<file path="src/rtl/data_sched_pkg.sv">
// Shared definitions for the feature-read path: layer types, tag layout and
// the scheduler state encoding. data_in_reorder and data_gen import this too.
package data_sched_pkg;

  typedef enum logic [2:0] {
    L_CONV  = 3'd0,
    L_DW    = 3'd1,
    L_PW    = 3'd2,
    L_AVGPL = 3'd3,
    L_PW_SC = 3'd4
  } layer_type_e;

  localparam int unsigned TAG_LT_W   = 7;
  localparam int unsigned TAG_PARA_W = 8;
  localparam int unsigned TAG_W      = TAG_LT_W + 2 + TAG_PARA_W;

  // Tag word as it is written into the reorder FIFO, MSB first.
  typedef struct packed {
    logic [TAG_LT_W-1:0]   layer_type;
    logic                  calc_en;
    logic                  acc_s;
    logic [TAG_PARA_W-1:0] acc_para;
  } tag_t;

  typedef enum logic [1:0] {
    S_IDLE = 2'd0,
    S_RUN  = 2'd1,
    S_WAIT = 2'd2,
    S_DONE = 2'd3
  } sched_state_e;

  function automatic tag_t tag_make(input logic [2:0] lt, input logic calc_en,
                                    input logic acc_s,
                                    input logic [TAG_PARA_W-1:0] acc_para);
    tag_t t;
    t.layer_type = {{(TAG_LT_W-3){1'b0}}, lt};
    t.calc_en    = calc_en;
    t.acc_s      = acc_s;
    t.acc_para   = acc_para;
    return t;
  endfunction

endpackage

</file>
<file path="src/rtl/data_sched_cnt.sv">
// Nested word / group / pixel counter for the feature-read walk, with the
// wrap flags the scheduler uses for tags and layer-end detection.
module data_sched_cnt
  import data_sched_pkg::*;
#(
  parameter int unsigned PIX_W = 16
) (
  input  logic             clk_i,
  input  logic             rst_i,
  input  logic             clr_i,
  input  logic             adv_i,
  input  logic [3:0]       words_i,
  input  logic [7:0]       grp_num_i,
  input  logic [PIX_W-1:0] pix_num_i,
  output logic             word_last_o,
  output logic             grp_first_o,
  output logic             all_last_o
);

  logic [3:0]       word_q;
  logic [7:0]       grp_q;
  logic [PIX_W-1:0] pix_q;
  logic             grp_last;
  logic             pix_last;

  assign word_last_o = (word_q == words_i - 4'd1);
  assign grp_last    = (grp_q == grp_num_i - 8'd1);
  assign pix_last    = (pix_q == pix_num_i - PIX_W'(1));
  assign grp_first_o = (grp_q == '0);
  assign all_last_o  = word_last_o & grp_last & pix_last;

  // Advance word, carry into group, carry into pixel on each accepted read.
  always_ff @(posedge clk_i or posedge rst_i) begin
    if (rst_i) begin
      word_q <= '0;
      grp_q  <= '0;
      pix_q  <= '0;
    end else if (clr_i) begin
      word_q <= '0;
      grp_q  <= '0;
      pix_q  <= '0;
    end else if (adv_i) begin
      if (word_last_o) begin
        word_q <= '0;
        if (grp_last) begin
          grp_q <= '0;
          pix_q <= pix_q + PIX_W'(1);
        end else begin
          grp_q <= grp_q + 8'd1;
        end
      end else begin
        word_q <= word_q + 4'd1;
      end
    end
  end

endmodule

</file>
<file path="src/rtl/data_sched.sv">
// Feature-word read scheduler: walks pixels x groups x words, issues tagged
// read requests and throttles on the reorder FIFO fill level.
module data_sched
  import data_sched_pkg::*;
#(
  parameter int unsigned         ADDR_W  = 16,
  parameter int unsigned         PIX_W   = 16,
  parameter int unsigned         USEDW_W = 8,
  parameter logic [USEDW_W-1:0]  FIFO_HI = 8'd200
) (
  input  logic               clk_200M,
  input  logic               rst,
  input  logic               cfg_start,
  input  logic [2:0]         cfg_layer_type,
  input  logic [ADDR_W-1:0]  cfg_base_addr,
  input  logic [PIX_W-1:0]   cfg_pix_num,
  input  logic [7:0]         cfg_grp_num,
  input  logic [3:0]         cfg_words,
  input  logic [USEDW_W-1:0] fifo_wrusedw,
  output logic               rd_req,
  output logic [ADDR_W-1:0]  rd_addr,
  input  logic               rd_gnt,
  output logic [6:0]         tag_layer_type,
  output logic               tag_calc_en,
  output logic               tag_acc_s,
  output logic [7:0]         tag_acc_para,
  output logic               busy,
  output logic               done
);

  sched_state_e      state_q, state_d;
  logic [ADDR_W-1:0] addr_q, addr_d;
  logic [2:0]        type_q, type_d;
  logic [PIX_W-1:0]  pix_num_q, pix_num_d;
  logic [7:0]        grp_num_q, grp_num_d;
  logic [3:0]        words_q, words_d;
  logic [7:0]        para_q, para_d;
  // Set while a request is on the bus awaiting its grant; the throttle is
  // only consulted when this is clear so a presented request never drops.
  logic              hold_q, hold_d;

  logic req, cnt_clr, cnt_adv;
  logic word_last, grp_first, all_last;
  logic fifo_hi;
  tag_t tag;

  assign fifo_hi = (fifo_wrusedw >= FIFO_HI);

  data_sched_cnt #(
    .PIX_W(PIX_W)
  ) u_cnt (
    .clk_i      (clk_200M),
    .rst_i      (rst),
    .clr_i      (cnt_clr),
    .adv_i      (cnt_adv),
    .words_i    (words_q),
    .grp_num_i  (grp_num_q),
    .pix_num_i  (pix_num_q),
    .word_last_o(word_last),
    .grp_first_o(grp_first),
    .all_last_o (all_last)
  );

  // State, address and latched configuration registers.
  always_ff @(posedge clk_200M or posedge rst) begin
    if (rst) begin
      state_q   <= S_IDLE;
      addr_q    <= '0;
      type_q    <= '0;
      pix_num_q <= '0;
      grp_num_q <= '0;
      words_q   <= '0;
      para_q    <= '0;
      hold_q    <= 1'b0;
    end else begin
      state_q   <= state_d;
      addr_q    <= addr_d;
      type_q    <= type_d;
      pix_num_q <= pix_num_d;
      grp_num_q <= grp_num_d;
      words_q   <= words_d;
      para_q    <= para_d;
      hold_q    <= hold_d;
    end
  end

  // Next-state, request handshake and throttle decisions.
  always_comb begin
    state_d   = state_q;
    addr_d    = addr_q;
    type_d    = type_q;
    pix_num_d = pix_num_q;
    grp_num_d = grp_num_q;
    words_d   = words_q;
    para_d    = para_q;
    hold_d    = hold_q;
    req       = 1'b0;
    done      = 1'b0;
    cnt_clr   = 1'b0;
    cnt_adv   = 1'b0;
    unique case (state_q)
      S_IDLE: begin
        if (cfg_start) begin
          type_d    = cfg_layer_type;
          pix_num_d = cfg_pix_num;
          grp_num_d = cfg_grp_num;
          words_d   = cfg_words;
          para_d    = cfg_grp_num - 8'd1;
          addr_d    = cfg_base_addr;
          hold_d    = 1'b0;
          cnt_clr   = 1'b1;
          if (cfg_pix_num == '0 || cfg_grp_num == '0 || cfg_words == '0)
            state_d = S_DONE;
          else
            state_d = S_RUN;
        end
      end
      S_RUN: begin
        if (!hold_q && fifo_hi) begin
          state_d = S_WAIT;
        end else begin
          req = 1'b1;
          if (rd_gnt) begin
            cnt_adv = 1'b1;
            addr_d  = addr_q + ADDR_W'(1);
            hold_d  = 1'b0;
            if (all_last) state_d = S_DONE;
          end else begin
            hold_d = 1'b1;
          end
        end
      end
      S_WAIT: begin
        if (!fifo_hi) state_d = S_RUN;
      end
      S_DONE: begin
        done    = 1'b1;
        state_d = S_IDLE;
      end
      default: state_d = S_IDLE;
    endcase
  end

  assign tag = tag_make(type_q, req & word_last, req & grp_first, para_q);

  assign rd_req         = req;
  assign rd_addr        = addr_q;
  assign busy           = (state_q != S_IDLE);
  assign tag_layer_type = tag.layer_type;
  assign tag_calc_en    = tag.calc_en;
  assign tag_acc_s      = tag.acc_s;
  assign tag_acc_para   = tag.acc_para;

endmodule

</file>
<file path="config.mk">
export PLATFORM = sky130hd
export DESIGN_NAME = data_sched
export DESIGN_NICKNAME = d
export VERILOG_FILES = /design/src/rtl/data_sched_pkg.sv /design/src/rtl/data_sched_cnt.sv /design/src/rtl/data_sched.sv
export SDC_FILE = /design/constraint.sdc
export NUM_CORES = 1
export LEC_CHECK = 0
export BUFFER_PORTS_ARGS = -buffer_cell sky130_fd_sc_hd__buf_2
export CORE_ASPECT_RATIO = 0.8
export CORE_MARGIN = 1
export CORE_UTILIZATION = 25
export CTS_BUF_LIST = sky130_fd_sc_hd__clkbuf_4
export DETAILED_ROUTE_END_ITERATION = 6
export GPL_ROUTABILITY_DRIVEN = 0
export SKIP_LAST_GASP = 1
export SLEW_MARGIN = 15
export SYNTH_ARGS = -nofsm -noshare
export SYNTH_HDL_FRONTEND = slang
export SYNTH_SLANG_ARGS = --single-unit
export TNS_END_PERCENT = 1
</file>
<file path="constraint.sdc">
create_clock -name clk_200M -period 5.1 [get_ports clk_200M]
set_input_delay 1.02 -clock clk_200M [delete_from_list [all_inputs] [get_ports clk_200M]]
set_output_delay 1.02 -clock clk_200M [all_outputs]
set_load 0.02 [all_outputs]
</file>
# [Word level (Yosys, flattened, before mapping)]
# Index checks and enable logic that the tools add are counted.
[op_classes] n_addsub=8 order_cmp=1 eq_ne=12 mux=34 n_bitwise=4 reduce_logical=20
[op_table] op="$mux 16" count=7
[op_table] op="$add 16x1->16 const B" count=2
[op_table] op="$mux 8" count=4
[op_table] op="$pmux 16 s2" count=1
[op_table] op="$eq 16x16->1" count=1
[op_table] op="$logic_not 16->1" count=1
[op_table] op="$logic_not 8->1" count=2
[op_table] op="$sub 16x1->16 const B" count=1
[op_table] op="$sub 8x1->8 const B" count=2
[op_table] op="$mux 2" count=6
[op_table] op="$mux 4" count=3
[op_table] op="$mux 1" count=11
[op_table] op="$reduce_bool 2->1" count=5
[op_table] op="$add 8x1->8 const B" count=1
[op_table] op="$eq 8x8->1" count=1
[op_table] op="$ge 8x8->1 const B" count=1
[op_table] op="$ne 2x2->1 const B" count=4
[op_table] op="$pmux 2 s4" count=1
[op_table] op="$reduce_and 4->1" count=2
[op_table] op="$ne 3x3->1 const B" count=2
[op_table] op="$reduce_and 3->1" count=2
[op_table] op="$add 4x1->4 const B" count=1
[op_table] op="$and 1x1->1" count=4
[op_table] op="$eq 2x2->1 const B" count=2
[op_table] op="10 further kinds" count=12
[totals] register_bits=86 inputBits=59 elab_cells=90

# [Longest topological paths before layout]
# Gate-level depths: netlist of run 1.
[logic_depth] depth_word=8 depth_mapped=10 mapped_depth_nobuf=8

# [By module]
# A second synthesis of run 1 with hierarchy kept.
[hier_totals] cells_unflattened=634 hier_area_um2=5373.9
[modules_own_cells] module="data_sched" n_inst=1 cells_per_inst=337 area_per_inst_um2=2847.7
[modules_own_cells] module="data_sched_cnt" n_inst=1 cells_per_inst=297 area_per_inst_um2=2526.2

# [Least setup slack after synthesis of run 1]
# Ideal clock, no wire load.
[synth_timing] path_kind="in2out" start="input port fifo_wrusedw[4]" end="output port tag_calc_en" arrival_time_ns=2.163 slack_ns=1.917 path_stages=3 cell_sequence="o311ai_2 o21ai_0 nor3_1"
[synth_between] elab_chain_cells=5
[synth_rtl] element="from (decl)" line="data_sched.sv:19" source="input logic [USEDW_W-1:0] fifo_wrusedw,"
[synth_rtl] element="$ge 8x8->1" line="data_sched.sv:47" source="assign fifo_hi = (fifo_wrusedw >= FIFO_HI);"
[synth_rtl] element="$logic_and 1x1->1" line="data_sched.sv:119" source="if (!hold_q && fifo_hi) begin"
[synth_rtl] element="$mux 1" line="data_sched.sv:119"
[synth_rtl] element="$mux 1" line="data_sched.sv:101" source="unique case (state_q)"
[synth_rtl] element="$and 1x1->1" line="data_sched.sv:144" source="assign tag = tag_make(type_q, req & word_last, req & grp_first, para_q);"
[synth_rtl] element="to (decl)" line="data_sched.sv:24" source="output logic tag_calc_en,"
# Every way passes these cells.

# [Worst setup path in the final report of run 1]
# Same ends and word-level chain as after synthesis.

==> results.tsv, run 1 <==
stage	metric	value	unit
hold_path	hold_path_class	reg -> reg	
clocking	htreeDepth	3	
hold_path	hold_depth	2	
timing	slew_headroom	0.377	
grt	grt_usage	0.133	
hold_path	whs_endpoint	type_q[1]	
place	dp.cells	954	
yosys	yosys.cell_types.count	64	
timing	slew_violations	0	
detailed_routing	wire_per_inst	14.3	um
yosys	async_flop_share	1.00	
worst_setup_path	cp.required	4.08	ns
worst_setup_path	endpoint_kind	output pin	
yosys	post-synth-top-area-cell	dfrtp_1	
worst_setup_path	critical_path.max_fanout	5	
floorplan	rows	47	
clocking	clkLatencyLatePin	0.47	ns
place	io_buffers	87	
run	cap_violations	0	
layout	multi_input_area	0.00289	mm^2
yosys	yosysMostFrequentCell	nand2_1	
worst_setup_path	arrival	2.54	ns
pwr	peakVddDrop	0.000222	V
floorplan	die_w	165	um
detailed_routing	drc_errors	0	
timing	post-route-period-util	0.698	
worst_setup_path	start_kind	primary input	
detailed_routing	dr.pass1.iters	4	
layout	nNetsFinal	765	
timing	hold_violations	0	
layout	drive_above_1_share	0.183	
clocking	cts_resized	0	
clocking	cts_made_buffers	9	
yosys	synth_edf_count	0	
layout	fillCellCount	2208	
pwr	power_density	540	mW/mm^2
clocking	clkTransAtPathRegs	0.13	ns
clocking	clk_path_buf_depth	2	
grt	gr-total-overflow	0	
yosys	synth.area.top_cells	dfrtp_1 41%, nand2_1 9.1%, o21ai_0 4.3%, a21oi_1 3.8%, xnor2_1 3.0%	
timing	fin_crit	3.56	ns
pwr	p_sw_frac	0.482	
worst_setup_path	worstSetupPathType	in -> out	
timing	max_clock_freq	281	MHz
pwr	p_sw	1.58	mW
pwr	p_comb_frac	0.494	
place	dp_hpwl	9890	um
clocking	post_cts_buffers	0	
status	outcome	complete, no violations	
yosys	yosysTopAreaCellShare	0.406	
layout	regArea	0.00215	mm^2
yosys	syn_area	0.00531	mm^2
clocking	holdBufCountCts	0	
floorplan	core_area	0.0208	mm^2
grt	antenna_found_initial	1	
yosys	synthCells	626	
grt	grt_pass1_wl	23100	um
detailed_routing	post_drt_via_cell_ratio	4.91	
clocking	cts_tree	yes	
pwr	seqPwrFrac	0.377	
yosys	synth-seq-cells	86	
worst_setup_path	reg2reg_from	pix_num_q[0]	
floorplan	die_area	0.0218	mm^2
worst_setup_path	r2r_end	state_q[1]	
clocking	cts.sinks	86	
detailed_routing	route.vias.total	4771	
layout	final_util	0.294	
detailed_routing	initialDrtViolationCount	296	
layout	instances_no_fill	971	
detailed_routing	routed_wl	13900	um
yosys	synth_commonest_cells	128 x nand2_1, 86 x dfrtp_1, 46 x o21ai_0	
pwr	p_leak	2.61	nW
grt	grt_max_degree	57	
yosys	ys.flop_type	dfrtp_1	
detailed_routing	ant_nets	0	
yosys	yosysWarnings	0	
timing	rsz0062_at_grt	no	
layout	syn2layout_area_growth	14.9	%
hold_path	holdCritStartpoint	type_q[1]	
yosys	seq_area_frac_synth	0.406	
timing	finalSetupTns	0	ns
grt	first_global_vias	4493	
timing	finClkSkew	0.0181	ns
floorplan	pin_count	95	
floorplan	die-height	132	um
pwr	internal_power	1.71	mW
worst_setup_path	worst-r2r-cell-count	8	
timing	tightest_slew	0.925	ns
timing	finalSetupViolations	0	
clocking	cts-root-buf	clkbuf_4	
pwr	power_frac_clock	0.128	
worst_setup_path	reg2reg_setup_slack	2.16	ns
yosys	postSynthAreaPerCell	8.48	um^2
floorplan	start_util	0.256	
==> layer usage <==
| layer | up-vias | GRT usage | share of wire |
|---|---|---|---|
| met5 | - | 0 | 0 |
| met3 | 8 | 0.0283 | 0.036 |
| li1 | 2383 | - | - |
| met1 | 2299 | 0.187 | 0.50 |
| met4 | 0 | 0.0398 | 0.010 |
| met2 | 81 | 0.204 | 0.46 |
==> critical path: stages <==
cell	delay (ns)
buf_2	0.10
o311ai_2	0.49
o21ai_0	0.44
nor3_1	0.29
buf_2	0.20
==> worst max-delay path by stage <==
stage,startpoint,to,depth (start not counted)
detailed placement,fifo_wrusedw[4],tag_calc_en,5
CTS,fifo_wrusedw[4],tag_calc_en,5
floorplan,rst,grp_num_q[0],1
global route,fifo_wrusedw[4],tag_calc_en,5
global placement,fifo_wrusedw[4],tag_calc_en,5
finish,fifo_wrusedw[4],tag_calc_en,5
==> power by group through the flow <==
stage | registers [mW] | clock network [mW] | logic (mW)
6_report | 1.24 | 0.422 | 1.63
5_1_grt | 1.28 | 0.466 | 1.83
4_1_cts | 1.24 | 0.444 | 1.64
3_5_place_dp | 1.25 | 0 | 1.64
3_3_place_gp | 1.25 | 0 | 1.61
2_1_floorplan | 1.27 | 0 | 1.16
==> flip-flops by register name, summed over array words and instances, names as in the netlist <==
register      flops
type_q            3
u_cnt.grp_q       8
tag_acc_para      8
pix_num_q        16
hold_q            1
rd_addr          16
u_cnt.word_q      4
state_q           2
words_q           4
u_cnt.pix_q      16
grp_num_q         8
==> metrics by stage <==
step                power [mW]  cell area, um^2  hold slack (ns)  setup slack (ns)
global placement          2.86             5950            0.457              1.43
floorplan                 2.44             5320            0.465              1.86
finish                    3.29             6100            0.485              1.54
CTS                       3.32             6090            0.498              1.50
global route              3.58             6100            0.523              1.39
detailed placement        2.89             5950            0.463              1.51
==> final cells by class <==
type,count,area share
well taps,269,0.0552
clock buffers,10,0.0123
inverters,25,0.0156
clock inverters,6,0.0115
flip-flops and latches,86,0.353
multi-input cells,482,0.474
diodes,1,0.000410
repair buffers,92,0.0776
==> cell families (layout without fill, tap and decap cells) <==
| logic type | after synthesis | count (layout) | synth area share |
|---|---|---|---|
| compound gates | 152 | 152 | 0.188 |
| xor+xnor | 37 | 37 | 0.0637 |
| fa+ha+maj | 10 | 10 | 0.0236 |
| buf+inv | 61 | 133 | 0.0521 |
| flops | 86 | 86 | 0.406 |
| mux | 4 | 4 | 0.00778 |
| other cells | 1 | 5 | 0.000707 |
| simple gates | 275 | 275 | 0.258 |
==> layout by cell type (no fill, tap or decap), types with 3 or more instances in the layout <==
master / instances
a211oi_1: 3
a21oi_1: 40
dfrtp_1: 86
o311ai_0: 3
o211ai_1: 5
nand3_1: 29
nand2b_1: 3
a31oi_1: 5
buf_2: 87
nand4_1: 12
or4_1: 15
xnor2_1: 18
clkinvlp_4: 3
nor3b_1: 4
and4_1: 5
o21ai_0: 46
conb_1: 4
mux2i_1: 3
clkbuf_4: 10
xor2_1: 18
inv_1: 24
nor3_1: 13
ha_1: 10
buf_4: 5
nand2_1: 128
and3_1: 7
nor4_1: 10
or3_1: 5
o22ai_1: 11
nor2_1: 22
nor2b_1: 8
o31ai_1: 13
a2bb2oi_1: 4
Note: power is estimated with default switching activity, not from simulation.
==> run 2: changes to the inputs <==
- ABC_AREA: default -> 1
- clock period: 5.1 -> 3.06 ns (I/O delays scaled with it)
==> results.tsv, run 2 <==
stage	metric	value	unit
grt	gr-total-overflow	0	
hold_path	hold_path_class	in -> async	
clocking	htreeDepth	3	
worst_setup_path	start_kind	flip-flop	
clocking	cts.sinks	86	
timing	hold_violations	0	
floorplan	rows	48	
floorplan	die-height	135	um
detailed_routing	ant_nets	0	
worst_setup_path	reg2reg_from	words_q[0]	
detailed_routing	post_drt_via_cell_ratio	4.49	
timing	slew_headroom	0.655	
layout	final_cell_mix	219 x nand2_1, 87 x buf_2, 86 x dfrtp_1	
worst_setup_path	slowest_stage	dfrtp_1	
yosys	synth_commonest_cells	219 x nand2_1, 86 x dfrtp_1, 84 x inv_1	
pwr	seqPwrFrac	0.366	
layout	final_common_cell	nand2_1	
layout	drive_above_1_share	0.163	
yosys	async_flop_share	1.00	
worst_setup_path	crit_start	words_q[0]	
yosys	seq_area_frac_synth	0.392	
pwr	internal_power	2.96	mW
clocking	post_cts_buffers	0	
pwr	power_density	922	mW/mm^2
timing	post-route-period-util	0.861	
clocking	cts_tree	yes	
status	outcome	complete, no violations	
timing	finalSetupTns	0	ns
timing	finalSetupViolations	0	
pwr	power_frac_clock	0.113	
worst_setup_path	endpoint_kind	output pin	
yosys	yosysTopAreaCellShare	0.392	
yosys	postSynthAreaPerCell	7.21	um^2
clocking	clkLatencyLatePin	0.48	ns
grt	top_usage_layer	met2	
detailed_routing	initialDrtViolationCount	266	
yosys	synth.area.top_cells	dfrtp_1 39%, nand2_1 15%, inv_1 5.7%, nor2_1 5.7%, o21ai_0 4.7%	
clocking	cts_made_buffers	9	
detailed_routing	routed_wl	13700	um
layout	syn2layout_area_growth	15.4	%
run	cap_violations	0	
grt	first_global_vias	4656	
timing	rsz0062_at_grt	no	
yosys	yosys.cell_types.count	40	
clocking	cts-root-buf	clkbuf_4	
yosys	yosysWarnings	0	
grt	antenna_found_initial	1	
clocking	clk_path_buf_depth	2	
timing	max_clock_freq	380	MHz
detailed_routing	wire_per_inst	12.2	um
place	io_buffers	87	
grt	grt_pass1_wl	22900	um
yosys	yosysMostFrequentCell	nand2_1	
pwr	p_leak	3.09	nW
grt	grt_usage	0.127	
yosys	synthCells	761	
timing	fin_crit	2.63	ns
clocking	cts_resized	0	
yosys	post-synth-top-area-cell	dfrtp_1	
timing	worst_slack	0.427	ns
detailed_routing	dr.pass1.iters	5	
worst_setup_path	cp_cell_sequence	inv_1 -> ha_1 -> xor2_1 -> nand2_1 -> nor2_1 -> nand2_1 -> nor2_1 -> buf_2	
worst_setup_path	critical_path.max_fanout	4	
floorplan	die_area	0.0225	mm^2
pwr	peakVddDrop	0.000383	V
yosys	syn_area	0.00549	mm^2
worst_setup_path	cp.required	2.45	ns
pwr	p_sw_frac	0.492	
timing	tightest_slew	0.513	ns
place	dp_hpwl	10200	um
pwr	p_sw	2.87	mW
timing	slew_violations	0	
place	place_ws	0.761	ns
floorplan	pin_count	95	
yosys	synth-seq-cells	86	
layout	nNetsFinal	910	
yosys	ys.flop_type	dfrtp_1	
yosys	synth_edf_count	0	
grt	use_met2	0.189	
clocking	clkTransAtPathRegs	0.14	ns
clocking	holdBufCountCts	0	
floorplan	start_util	0.254	
grt	grt_use_met1	0.183	
grt	use_met3	0.0278	
worst_setup_path	arrival	2.02	ns
pwr	p_comb_frac	0.521	
timing	finClkSkew	0.0245	ns
floorplan	die_w	168	um
detailed_routing	drc_errors	0	
worst_setup_path	worstSetupPathType	reg -> out	
detailed_routing	route.vias.total	5038	
floorplan	core_area	0.0216	mm^2
worst_setup_path	slowest_delay	0.42	ns
grt	grt_max_degree	87	
==> run 2: final cells by class <==
type,count,area [um^2]
Multi-Input combinational cell,564,2860
Fill cell,2342,15200
Antenna cell,1,2.50
Clock buffer,9,67.6
Inverter,88,339
Sequential cell,86,2150
Clock inverter,7,63.8
Timing Repair Buffer,92,498
Tap cell,275,344
==> run 2: path summary, 6_finish.rpt <==
| path | to | slack, ns | cells past startpoint |
|---|---|---|---|
| setup reg to reg | u_cnt.pix_q[2] | 0.79 | 13 |
| min in group clk_200M | type_q[1] | 0.32 | 3 |
| max in group asynchronous | tag_acc_para[2] | 2.46 | 3 |
| hold / removal | words_q[3] | 0.21 | 3 |
| hold reg to reg | type_q[1] | 0.50 | 2 |
| setup / recovery | tag_calc_en | 0.43 | 8 |
==> run 2: layer usage <==
layer	vias up	share of wire
li1	2604	-
met1	2317	0.53
met2	107	0.42
met3	10	0.042
met4	0	0.014
met5	-	0
==> run 2: cell families after synthesis <==
family          count (synthesis)  share of synthesized area
buf+inv                       114                     0.0878
compound gates                103                      0.112
simple gates                  408                      0.322
flops                          86                      0.392
xor+xnor                       39                     0.0623
fa+ha+maj                      10                     0.0228
other cells                     1                   0.000683
==> run 2: power by group through the flow <==
stage	logic, mW	registers, mW	clock network, mW
3_5_place_dp	3.06	2.14	0
6_report	3.04	2.14	0.662
5_1_grt	3.51	2.21	0.732
3_3_place_gp	3.01	2.15	0
4_1_cts	3.07	2.13	0.697
2_1_floorplan	2.15	2.24	0
==> run 2: through the flow <==
stage	total power, mW	std cells	hold WS, ns	instance area (um^2)	utilization
2_1_floorplan	4.39	764	0.468	5500	-
6_report	5.84	1122	0.209	6330	0.294
3_5_place_dp	5.20	1105	0.466	6200	0.287
4_1_cts	5.90	1121	0.186	6330	0.294
3_3_place_gp	5.15	1105	0.460	6200	0.287
5_1_grt	6.45	1122	0.208	6330	0.294
==> run 2: critical path: cells and delay by family, from the launching register on <==
kind | cells | cell delay (ns)
xor+xnor | 1 | 0.13
fa+ha+maj | 1 | 0.25
buf+inv | 2 | 0.31
flops | 1 | 0.42
simple gates | 4 | 0.43
==> run 3: changes to the inputs <==
- CORE_UTILIZATION: 25 -> 40
==> results.tsv, run 3 (synthesized netlist as in run 2, its figures left out) <==
stage	metric	value	unit
status	outcome	complete, no violations	
hold_path	hold_path_class	in -> async	
timing	rsz0062_at_grt	no	
layout	final_cell_mix	219 x nand2_1, 87 x buf_2, 86 x dfrtp_1	
clocking	cts.sinks	86	
layout	syn2layout_area_growth	12.6	%
worst_setup_path	slowest_stage	dfrtp_1	
layout	final_common_cell	nand2_1	
layout	diodes	0	
place	place_area	0.00607	mm^2
detailed_routing	post_drt_via_cell_ratio	5.08	
timing	finClkSkew	0.0188	ns
floorplan	die_area	0.0142	mm^2
detailed_routing	dr_wl_met3	773	um
layout	multi_input_area	0.00286	mm^2
worst_setup_path	start_kind	flip-flop	
layout	fin_area	0.00618	mm^2
grt	gr-total-overflow	0	
timing	tightest_slew	0.525	ns
floorplan	rows	37	
grt	grt_max_degree	62	
worst_setup_path	reg2reg_setup_slack	0.77	ns
place	dp_hpwl	9910	um
detailed_routing	routed_wl	13400	um
floorplan	core_area	0.0131	mm^2
floorplan	pin_count	95	
detailed_routing	dr_wl_met2	5890	um
layout	regArea	0.00215	mm^2
clocking	clkTransAtPathRegs	0.14	ns
worst_setup_path	cp.required	2.45	ns
pwr	p_leak	3.08	nW
timing	finalSetupTns	0	ns
worst_setup_path	arrival	1.96	ns
timing	max_clock_freq	388	MHz
worst_setup_path	worstSetupPathType	reg -> out	
timing	hold_slack	0.144	ns
timing	finalSetupViolations	0	
detailed_routing	wire_per_inst	13.1	um
clocking	holdBufCountCts	0	
floorplan	die_w	133	um
worst_setup_path	r2r_end	u_cnt.pix_q[2]	
detailed_routing	route.vias.total	5189	
timing	post-route-period-util	0.842	
worst_setup_path	reg2reg_from	words_q[0]	
layout	fillCellCount	1308	
clocking	post_cts_buffers	0	
timing	slew_headroom	0.647	
detailed_routing	dr.pass1.iters	7	
detailed_routing	ant_nets	0	
timing	hold_violations	0	
pwr	power.total	5.76	mW
grt	antenna_found_initial	0	
grt	first_global_vias	4833	
grt	grt_usage	0.203	
pwr	peakVddDrop	0.000369	V
clocking	clk_path_buf_depth	2	
worst_setup_path	endpoint_kind	output pin	
detailed_routing	drt-met1-wl	6620	um
run	cap_violations	0	
clocking	htreeDepth	3	
clocking	cts_resized	0	
clocking	cts-root-buf	clkbuf_4	
worst_setup_path	cp_cell_sequence	inv_1 -> ha_1 -> xor2_1 -> nand2_1 -> nor2_1 -> nand2_1 -> nor2_1 -> buf_2	
worst_setup_path	worst-r2r-cell-count	13	
clocking	clkLatencyLatePin	0.46	ns
layout	nNetsFinal	911	
detailed_routing	dr.max_layer_used	met4	
pwr	power_density	933	mW/mm^2
floorplan	die-height	107	um
clocking	cts_made_buffers	9	
clocking	cts_tree	yes	
detailed_routing	drc_errors	0	
timing	slew_violations	0	
detailed_routing	initialDrtViolationCount	328	
place	io_buffers	87	
grt	grt_pass1_wl	23000	um
layout	drive_above_1_share	0.164	
worst_setup_path	slowest_delay	0.41	ns
floorplan	start_util	0.419	
worst_setup_path	critical_path.max_fanout	4	
timing	fin_crit	2.58	ns
## run 3: where the power goes
| group | total [mW] | internal, mW | switching [mW] |
|---|---|---|---|
| logic | 3.06 | 1.09 | 1.97 |
| clock network | 0.568 | 0.179 | 0.389 |
| registers | 2.13 | 1.62 | 0.509 |
| total | 5.76 | 2.90 | 2.87 |
## run 3: area by class of cell
type / count / area share
clock inverters: 5 / 0.00425
well taps: 175 / 0.0355
flip-flops and latches: 86 / 0.348
multi-input cells: 564 / 0.464
clock buffers: 11 / 0.0134
inverters: 88 / 0.0549
repair buffers: 93 / 0.0798
## run 3: worst max-delay path, delay by kind of cell, from the launching register on
family	cells	cell delay (ns)
DFF	1	0.41
and+or+nand+nor	4	0.42
adders and majority gates	1	0.25
buffers and inverters	2	0.29
xor gates and xnor gates	1	0.13
## run 3: worst max-delay path by stage
stage / from / to / depth (start not counted)
floorplan: rst / grp_num_q[0] / 1
finish: words_q[0] / tag_calc_en / 8
global placement: cfg_start / u_cnt.pix_q[6] / 8
detailed placement: fifo_wrusedw[5] / u_cnt.word_q[3] / 13
global route: words_q[0] / tag_calc_en / 11
CTS: words_q[0] / tag_calc_en / 8
## run 3: layer usage
layer	track usage	vias up
met2	0.317	147
met5	0	-
met3	0.0473	11
li1	-	2608
met4	0.0525	0
met1	0.282	2423
## run 3: stage by stage
stage,std cells,util,setup WS [ns]
2_1_floorplan,764,-,0.226
3_3_place_gp,1006,0.463,0.791
3_5_place_dp,1006,0.463,0.753
4_1_cts,1022,0.471,0.444
5_1_grt,1022,0.471,0.236
6_report,1022,0.471,0.485
